$ cat src/rtl/fifo_wr_arbiter.sv
// fifo_wr_arbiter: packet-level round-robin arbiter for the async FIFO write port
module fifo_wr_arbiter #(
  parameter int NREQ    = 4,
  parameter int DW      = 8,
  parameter int IDW     = 2,
  parameter int TIMEOUT = 16
) (
  input  logic                wclk,
  input  logic                rst_n,
  input  logic [NREQ-1:0]     req_valid,
  input  logic [NREQ-1:0]     req_last,
  input  logic [NREQ*DW-1:0]  req_data,
  output logic [NREQ-1:0]     req_ready,
  input  logic                full,
  output logic                wr_en,
  output logic [IDW+DW-1:0]   wdata,
  output logic [NREQ-1:0]     grant,
  output logic                abort,
  output logic                busy
);
  localparam int CW = $clog2(TIMEOUT) + 1;
  typedef enum logic {IDLE, LOCK} state_t;
  state_t          state_q, state_d;
  logic [IDW-1:0]  gid_q, gid_d, ptr_q, ptr_d, win, gid_nxt;
  logic [CW-1:0]   idle_cnt_q, idle_cnt_d;
  logic [NREQ-1:0] grant_q, grant_d;
  logic            abort_q, abort_d, busy_q, busy_d;
  logic            lock, gvalid, done, wd;
  logic [IDW:0]    s;
  // rotating priority scan: lowest offset from ptr with valid asserted wins
  always_comb begin
    win = ptr_q;
    s = '0;
    for (int i = NREQ - 1; i >= 0; i--) begin
      s = {1'b0, ptr_q} + (IDW+1)'(i);
      s = (s >= (IDW+1)'(NREQ)) ? s - (IDW+1)'(NREQ) : s;
      win = req_valid[s[IDW-1:0]] ? s[IDW-1:0] : win;
    end
  end
  // datapath to the FIFO and next-state for the packet lock and watchdog
  always_comb begin
    lock       = state_q == LOCK;
    gvalid     = req_valid[gid_q];
    wr_en      = lock & gvalid & ~full;
    req_ready  = (lock && !full) ? NREQ'(1) << gid_q : '0;
    wdata      = lock ? {gid_q, req_data[int'(gid_q)*DW +: DW]} : '0;
    done       = wr_en & req_last[gid_q];
    wd         = lock & ~gvalid & (idle_cnt_q == CW'(TIMEOUT - 1));
    gid_nxt    = (gid_q == IDW'(NREQ - 1)) ? '0 : gid_q + IDW'(1);
    state_d    = lock ? ((done | wd) ? IDLE : LOCK) : (|req_valid ? LOCK : IDLE);
    gid_d      = (!lock && |req_valid) ? win : gid_q;
    ptr_d      = (done | wd) ? gid_nxt : ptr_q;
    idle_cnt_d = (lock && !gvalid && !wd) ? idle_cnt_q + CW'(1) : '0;
    abort_d    = wd;
    busy_d     = state_d == LOCK;
    grant_d    = busy_d ? NREQ'(1) << gid_d : '0;
  end
  // state and registered outputs; reset clears any partial packet
  always_ff @(posedge wclk or negedge rst_n) begin
    if (!rst_n) begin
      state_q    <= IDLE;
      gid_q      <= '0;
      ptr_q      <= '0;
      idle_cnt_q <= '0;
      grant_q    <= '0;
      abort_q    <= 1'b0;
      busy_q     <= 1'b0;
    end else begin
      state_q    <= state_d;
      gid_q      <= gid_d;
      ptr_q      <= ptr_d;
      idle_cnt_q <= idle_cnt_d;
      grant_q    <= grant_d;
      abort_q    <= abort_d;
      busy_q     <= busy_d;
    end
  end
  assign grant = grant_q;
  assign abort = abort_q;
  assign busy  = busy_q;
endmodule

$ cat config.mk
export PLATFORM = sky130hd
export DESIGN_NAME = fifo_wr_arbiter
export DESIGN_NICKNAME = d
export VERILOG_FILES = /design/src/rtl/fifo_wr_arbiter.sv
export SDC_FILE = /design/constraint.sdc
export NUM_CORES = 1
export LEC_CHECK = 0
export CAP_MARGIN = 0
export CORE_UTILIZATION = 41
export CTS_CLUSTER_DIAMETER = 150
export DETAILED_ROUTE_END_ITERATION = 10
export PLACE_DENSITY = 0.85
export SYNTH_ARGS = -nofsm -noshare
export SYNTH_HDL_FRONTEND = slang
export SYNTH_SLANG_ARGS = --single-unit
$ cat constraint.sdc
create_clock -name wclk -period 4.8 [get_ports wclk]
set_clock_uncertainty 0.05 [all_clocks]
set_input_delay 0.48 -clock wclk [delete_from_list [all_inputs] [get_ports wclk]]
set_output_delay 0.48 -clock wclk [all_outputs]
set_load 0.02 [all_outputs]
# Word-level counts from Yosys, hierarchy flattened

Index checks and enable logic that the tools add are counted.

Bits of input ports: 43
Word-level logic and storage cells: 75
Bits in registers: 15
Output and inout port bits: 21

Bitwise logic cells: 8
$lt $le $gt $ge: 9
$add $sub $neg: 9
Shift-type cells: 3
Muxes and demuxes: 29
Reductions and logical operators: 9
Eq/ne operators: 2

Operators by type and width:

| cell                                                 | count |
|---|---|
| indexed part select 32 x 6 -> 8 bit                  | 1 |
| 2-to-1 mux 2 bit                                     | 10 |
| < comparator 2 x 3 -> 1 bit (second input constant)  | 5 |
| binary-select mux 1 bit (select 2 bit)               | 6 |
| 2-to-1 mux 10 bit                                    | 1 |
| >= comparator 3 bit (second input constant)          | 3 |
| 2-to-1 mux 1 bit                                     | 9 |
| 2-to-1 mux 4 bit                                     | 2 |
| left shift 1 x 2 -> 4 bit (first input constant)     | 2 |
| subtractor 2 x 1 -> 2 bit (second input constant)    | 4 |
| adder 2 x 2 -> 3 bit (second input constant)         | 2 |
| adder 5 x 1 -> 5 bit (second input constant)         | 1 |
| AND 1 bit                                            | 5 |
| equality test 5 x 4 -> 1 bit (second input constant) | 1 |
| 2-to-1 mux 5 bit                                     | 1 |
| logical AND 1 bit                                    | 4 |
| zero test 1 bit                                      | 4 |
| OR reduction 4 bit                                   | 1 |
| adder 2 x 1 -> 3 bit (second input constant)         | 1 |
| >= comparator 2 x 3 -> 1 bit (second input constant) | 1 |
| adder 2 x 1 -> 2 bit (second input constant)         | 1 |
| equality test 2 bit (second input constant)          | 1 |
| NOT 1 bit                                            | 2 |
| OR 1 bit                                             | 1 |

# Logic depth before layout (Yosys ltp)

Gate-level depths: netlist (run 1).

Depth after elaboration: 12
Mapped depth: 8
Mapped depth without buffers: 8

# Worst setup path before layout (run 1)

Ideal clock, no wire load.

Path kind: reg2out
From: register gid_q[0]
To: output wdata[1]
Required time: 4270 ps
Path buffers: 2
Cell stages (with the launch flop): 5
Data arrival time: 1541 ps
Slack: 2729 ps
Path through: dfrtp_1 buf_2 buf_2 mux4_2 and2_1

Word-level cells in the longest chain between the ends: 2

Ends and longest elaborated chain:

| what                                | line | source |
|---|---|---|
| start, declared                     | 24   | `logic [IDW-1:0] gid_q, gid_d, ptr_q, ptr_d, win, gid_nxt;` |
| start signal, assigned              | 70   | `gid_q <= gid_d;` |
| indexed part select 32 x 6 -> 8 bit | 46   | `wdata = lock ? {gid_q, req_data[int'(gid_q)*DW +: DW]} : '0;` |
| 2-to-1 mux 10 bit                   | 46   |  |
| end, declared                       | 16   | `output logic [IDW+DW-1:0] wdata,` |

No other way between the ends.

# Worst setup path after layout (run 1)

From: register gid_q[0]
To: output wr_en

Word-level cells in the longest chain between the ends: 4

Ends and longest elaborated chain:

| what                                   | line | source |
|---|---|---|
| binary-select mux 1 bit (select 2 bit) | 43   | `gvalid = req_valid[gid_q];` |
| 2-to-1 mux 1 bit (implied by the code) | 43   |  |
| AND 1 bit (2 in series)                | 44   | `wr_en = lock & gvalid & ~full;` |
| end, declared                          | 15   | `output logic wr_en,` |

No other way between the ends. The select of a mux whose other input is x is not followed.

==> flow_summary.yaml, run 1 <==
detailed_routing:
  first_iter_violations: 9
  route.detailed.drc: 0
  post_drt_wl_per_cell_um: 14.8
  drt_wl_total_um: 2950
  drt_first_pass_iters: 5
  ant_nets: 0
  vias: 1101
  avgViaCountPerCell: 5.51
layout:
  diodes: 0
  area_delta_synth_final_pct: 58.5
  drive_gt1_share_pct: 12.9
  nNetsFinal: 220
  post-route-util_pct: 71.4
  fin_area_mm2: 0.00183
timing:
  fin_crit_ns: 3.07
  drv_slew: 0
  tightest_slew_ns: 0.801
  finalHoldViolations: 0
  setup_viol: 0
  rsz0062_at_grt: "false"
  setup_ws_ns: 1.73
  timing.final.crit_share_pct: 64.1
  tns_ns: 0
  fmax_ghz: 0.325
  relSlewSlack_pct: 46.6
pwr:
  comb_power_share_pct: 65.7
  cellPowerDensity_mw_per_mm2: 503
  power.static_leakage_nw: 0.777
  swShare_pct: 41.7
  seqPwrFrac_pct: 27.1
  intPower_w: 0.000538
  ir_worst_vdd_uv: 448
  switchingPower_w: 0.000385
  p_clk_share_pct: 7.2
yosys:
  postSynthAreaPerCell_um2: 10.8
  yosys.area.top_type: "dfrtp_1"
  synthTopCellsByArea: "dfrtp_1, mux4_2, and2_1, ha_1, mux2i_1"
  synth-edff-count: 0
  synth.cell_area_mm2: 0.00116
  synth_top_area_share_pct: 32.5
  ys_seq_area_share_pct: 32.5
  synth_common_cells: "dfrtp_1, and2_1, nor2_1"
  ys.flop_type: "dfrtp_1"
  syn-num-nets: 156
  syn_inst: 107
  yosysMostFrequentCell: "dfrtp_1"
  ys_seq_elements: 15
  synthArstFlopShare_pct: 100
  ys_warn_count: 0
  ys_types: 40
worst_setup_path:
  slowest_stage: "dfrtp_1"
  r2r_slack_ns: 2.51
  ff2ff_path_depth: 4
  cp.required_ns: 4.27
  crit_arrival_ns: 2.54
  cp_cell_sequence: "mux4_1 -> and2_1 -> clkdlybuf4s50_1"
  r2r_start: "gid_q[0]$_DFF_PN0_"
  start_kind: "register"
  slowest_delay_ns: 0.87
  crit_family: "flip-flops"
  r2r-end: "ptr_q[0]$_DFFE_PN0P_"
  path_max_fanout: 18
  end_kind: "output port"
  path_class: "reg -> out"
  worst-path-buf-inv: 1
placement:
  gp_congestion: 0.779
  dpl_cell_area_mm2: 0.00181
  dpl.hpwl_um: 2510
  io_buffers: 63
  dp_slack_ns: 1.99
clock_network:
  cts.htree.levels: 1
  postCtsSetupBuffers: 0
  path_clk_slew_ns: 0.09
  cts_tree: "built"
  postCtsHoldBufs: 0
  clockBufferDepth: 2
  clock-sinks: 15
  cts_buffers: 3
  insertion_delay_ns: 0.27
  post_cts_resized: 0
  clockRootBuffer: "clkbuf_4"
die:
  fp.dieW_um: 55.1
  core-area_mm2: 0.00257
  dieArea_mm2: 0.00304
  rows: 18
  start_util_pct: 45.0
  ios: 64
  die_h_um: 55.1
worst_hold_path:
  hp-start: "idle_cnt_q[0]$_DFF_PN0_"
  hp-class: "reg -> reg"
  holdPathEnd: "idle_cnt_q[0]$_DFF_PN0_"
  min_delay_path_depth: 1
status:
  status: "complete, no violations"
global_route:
  grt_max_degree: 19
  overflow: 0
  grtUsageTotal_pct: 19.2
  antenna_found_initial: 0
  grt_pass1_vias: 1034
  grt_pass1_wl_um: 4110
job:
  cap_viol_max_count: 0
## stage by stage
| stage | std cells | power [W] | hold slack, ns |
|---|---|---|---|
| after CTS | 200 | 0.000933 | 0.431 |
| after detailed placement | 196 | 0.000865 | 0.420 |
| final | 200 | 0.000922 | 0.436 |
| after global routing | 200 | 0.000996 | 0.449 |
| after floorplan | 107 | 0.000623 | 0.134 |
| after global placement | 196 | 0.000848 | 0.400 |
## state kept, by name, summed over array words and instances, names as in the netlist
name / cells
ptr_q: 2
gid_q: 2
abort: 1
idle_cnt_q: 5
grant: 4
lock: 1
## cell families (layout without fill, tap and decap cells)
kind of cell	Yosys count	in the layout	share of synthesized area, %
DFF	15	15	32.5
adders and majority gates	6	6	6.49
xor gates and xnor gates	2	2	1.52
and+or+nand+nor	44	44	23.1
muxes	16	16	24.1
AOI/OAI and AO/OA	12	12	8.12
buffers and inverters	12	75	4.22
## final cells by class
class	count	area, µm²
well taps	30	37.5
fillers	203	734
repair buffers	63	631
flip-flops and latches	15	375
multi-input cells	80	732
clock buffers	3	22.5
clock inverters	1	5.00
inverters	8	30.0
## power by group through the flow
stage	combinational (W)	clock (W)	sequential, W
floorplan	0.000406	0	0.000217
global placement	0.000597	0	0.000251
detailed placement	0.000611	0	0.000255
CTS	0.000613	0.0000687	0.000252
global route	0.000661	0.0000741	0.000260
finish	0.000606	0.0000663	0.000250
## how the worst max path moves through the flow
stage | cells past startpoint | start | slack, ns | to
3_3_place_gp | 3 | gid_q[0]$_DFF_PN0_ | 2.02 | wr_en
3_5_place_dp | 4 | req_valid[3] | 1.99 | wr_en
5_1_grt | 3 | gid_q[0]$_DFF_PN0_ | 1.56 | wr_en
2_1_floorplan | 4 | gid_q[0]$_DFF_PN0_ | 2.73 | wdata[1]
6_report | 3 | gid_q[0]$_DFF_PN0_ | 1.73 | wr_en
4_1_cts | 3 | gid_q[0]$_DFF_PN0_ | 1.69 | wr_en
## layout by cell type, fill, tap and decap left out, types with 2 or more instances in the layout
master	count
clkbuf_4	3
mux4_2	8
a211oi_1	2
inv_1	6
inv_2	2
and4_1	2
nand2_1	2
and2_1	13
nor2_1	11
mux2_2	2
mux2i_1	5
ha_1	6
clkdlybuf4s50_1	63
dfrtp_1	15
nor3b_1	2
nor2b_1	3
## routing by layer
| layer | share of wire [%] | up-vias | wire length [µm] | GRT usage, % |
|---|---|---|---|---|
| li1 | - | 515 | - | - |
| met1 | 34 | 513 | 993 | 17.3 |
| met2 | 51 | 65 | 1500 | 41.4 |
| met3 | 14 | 8 | 423 | 5.46 |
| met4 | 1.0 | 0 | 30 | 2.50 |
| met5 | 0 | - | 0 | 0 |
Power figures use the tool's default switching activity.
==> inputs of run 2 (changes only) <==
CORE_UTILIZATION = 35   (was 41)
PLACE_DENSITY = 0.77   (was 0.85)
clock period = 2.7 ns   (was 4.8 ns; I/O delays follow)
==> flow_summary.yaml, run 2 (synthesis results as in run 1) <==
worst_setup_path:
  slowest_delay_ns: 0.53
  path_class: "reg -> out"
  r2r_start: "gid_q[1]$_DFF_PN0_"
  cp_cell_sequence: "buf_4 -> mux4_2 -> and2_1 -> clkdlybuf4s50_1"
  slowest_stage: "mux4_2"
  r2r-end: "grant[1]$_DFF_PN0_"
  path_max_fanout: 12
  end_kind: "output port"
  r2r_slack_ns: 0.69
  crit_arrival_ns: 2.22
  start_kind: "register"
  ff2ff_path_depth: 5
  cp.required_ns: 2.38
clock_network:
  clockBufferDepth: 2
  postCtsHoldBufs: 0
  post_cts_resized: 0
  clockRootBuffer: "clkbuf_4"
  cts_buffers: 3
  clock-sinks: 15
  path_clk_slew_ns: 0.09
  cts.htree.levels: 1
  postCtsSetupBuffers: 0
  insertion_delay_ns: 0.29
  cts_tree: "built"
die:
  rows: 20
  ios: 64
  fp.dieW_um: 59.5
  die_h_um: 59.5
  dieArea_mm2: 0.00354
  start_util_pct: 37.3
  core-area_mm2: 0.00310
global_route:
  overflow: 0
  grt_pass1_vias: 1125
  antenna_found_initial: 0
  grtUsageTotal_pct: 19.2
  grt_pass1_wl_um: 5080
  grt_max_degree: 16
layout:
  layout_commonest_cell: "clkdlybuf4s50_1"
  diodes: 0
  n_fill_cell: 280
  layout_common_cells: "clkdlybuf4s50_1, dfrtp_1, and2_1"
  regMostFlops: "idle_cnt_q"
  drive_gt1_share_pct: 14.9
  multi_input_area_um2: 732
  post-route-util_pct: 60.6
  seqCellArea_um2: 375
  largest_reg_flops: 5
  area_delta_synth_final_pct: 62.7
  nNetsFinal: 224
timing:
  relSlewSlack_pct: 57.9
  setup_viol: 0
  timing.final.crit_share_pct: 93.9
  drv_slew: 0
  tns_ns: 0
  finalHoldViolations: 0
  fin_crit_ns: 2.54
  holdWs_ns: 0.315
  rsz0062_at_grt: "false"
  fmax_ghz: 0.394
  setup_ws_ns: 0.165
  tightest_slew_ns: 0.629
placement:
  gp_congestion: 0.840
  io_buffers: 63
  dpl.hpwl_um: 2580
  dp_slack_ns: 0.287
worst_hold_path:
  hp-class: "in -> async"
job:
  cap_viol_max_count: 0
pwr:
  swShare_pct: 42.1
  cellPowerDensity_mw_per_mm2: 912
  comb_power_share_pct: 69.1
  intPower_w: 0.000994
  seqPwrFrac_pct: 23.6
  switchingPower_w: 0.000722
  p_clk_share_pct: 7.4
  ir_worst_vdd_uv: 517
  power.static_leakage_nw: 0.796
detailed_routing:
  avgViaCountPerCell: 5.15
  route.detailed.drc: 0
  first_iter_violations: 24
  post_drt_wl_per_cell_um: 14.8
  vias: 1123
  ant_nets: 0
  drt_first_pass_iters: 3
  drt_wl_total_um: 3230
status:
  status: "complete, no violations"
==> run 2: how the worst max path moves through the flow <==
| stage | start | end |
|---|---|---|
| after floorplan | gid_q[0]$_DFF_PN0_ | wdata[1] |
| after global placement | req_valid[3] | wr_en |
| after detailed placement | req_valid[3] | wr_en |
| after CTS | gid_q[0]$_DFF_PN0_ | wdata[2] |
| after global routing | gid_q[0]$_DFF_PN0_ | wdata[2] |
| final | gid_q[0]$_DFF_PN0_ | wdata[2] |
==> run 2: power groups by stage <==
stage / registers, W / logic [W] / clock network (W)
global route: 0.000421 / 0.00127 / 0.000141
global placement: 0.000407 / 0.00115 / 0
detailed placement: 0.000410 / 0.00118 / 0
floorplan: 0.000386 / 0.000722 / 0
finish: 0.000404 / 0.00118 / 0.000127
CTS: 0.000406 / 0.00119 / 0.000131
==> run 2: layout make-up <==
cell class                      count  share of cell area (%)
Clock buffer                        3                    1.20
Clock inverter                      1                   0.266
Inverter                            8                    1.60
Multi-Input combinational cell     80                    38.9
Sequential cell                    15                    20.0
Tap cell                           44                    2.93
Timing Repair Buffer               67                    35.1
==> run 2: metal layers <==
metal | GRT usage [%] | vias up | part of all wire (%)
met4 | 8.50 | 0 | 1.5
met5 | 0 | - | 0
li1 | - | 529 | -
met3 | 6.33 | 7 | 12
met1 | 21.4 | 532 | 41
met2 | 33.1 | 55 | 46
==> run 2: through the flow <==
step                      cell area [µm²]  power [W]  cells
final                                1880    0.00172    218
after global routing                 1880    0.00183    218
after CTS                            1880    0.00173    218
after detailed placement             1850    0.00159    214
after global placement               1850    0.00156    214
after floorplan                      1160    0.00111    107
==> run 2: worst max-delay path: cells and delay by family (launching register included) <==
family | cells | cell delay [ns]
buffers and inverters | 2 | 0.78
muxes | 1 | 0.53
DFF | 1 | 0.45
and+or+nand+nor | 1 | 0.17
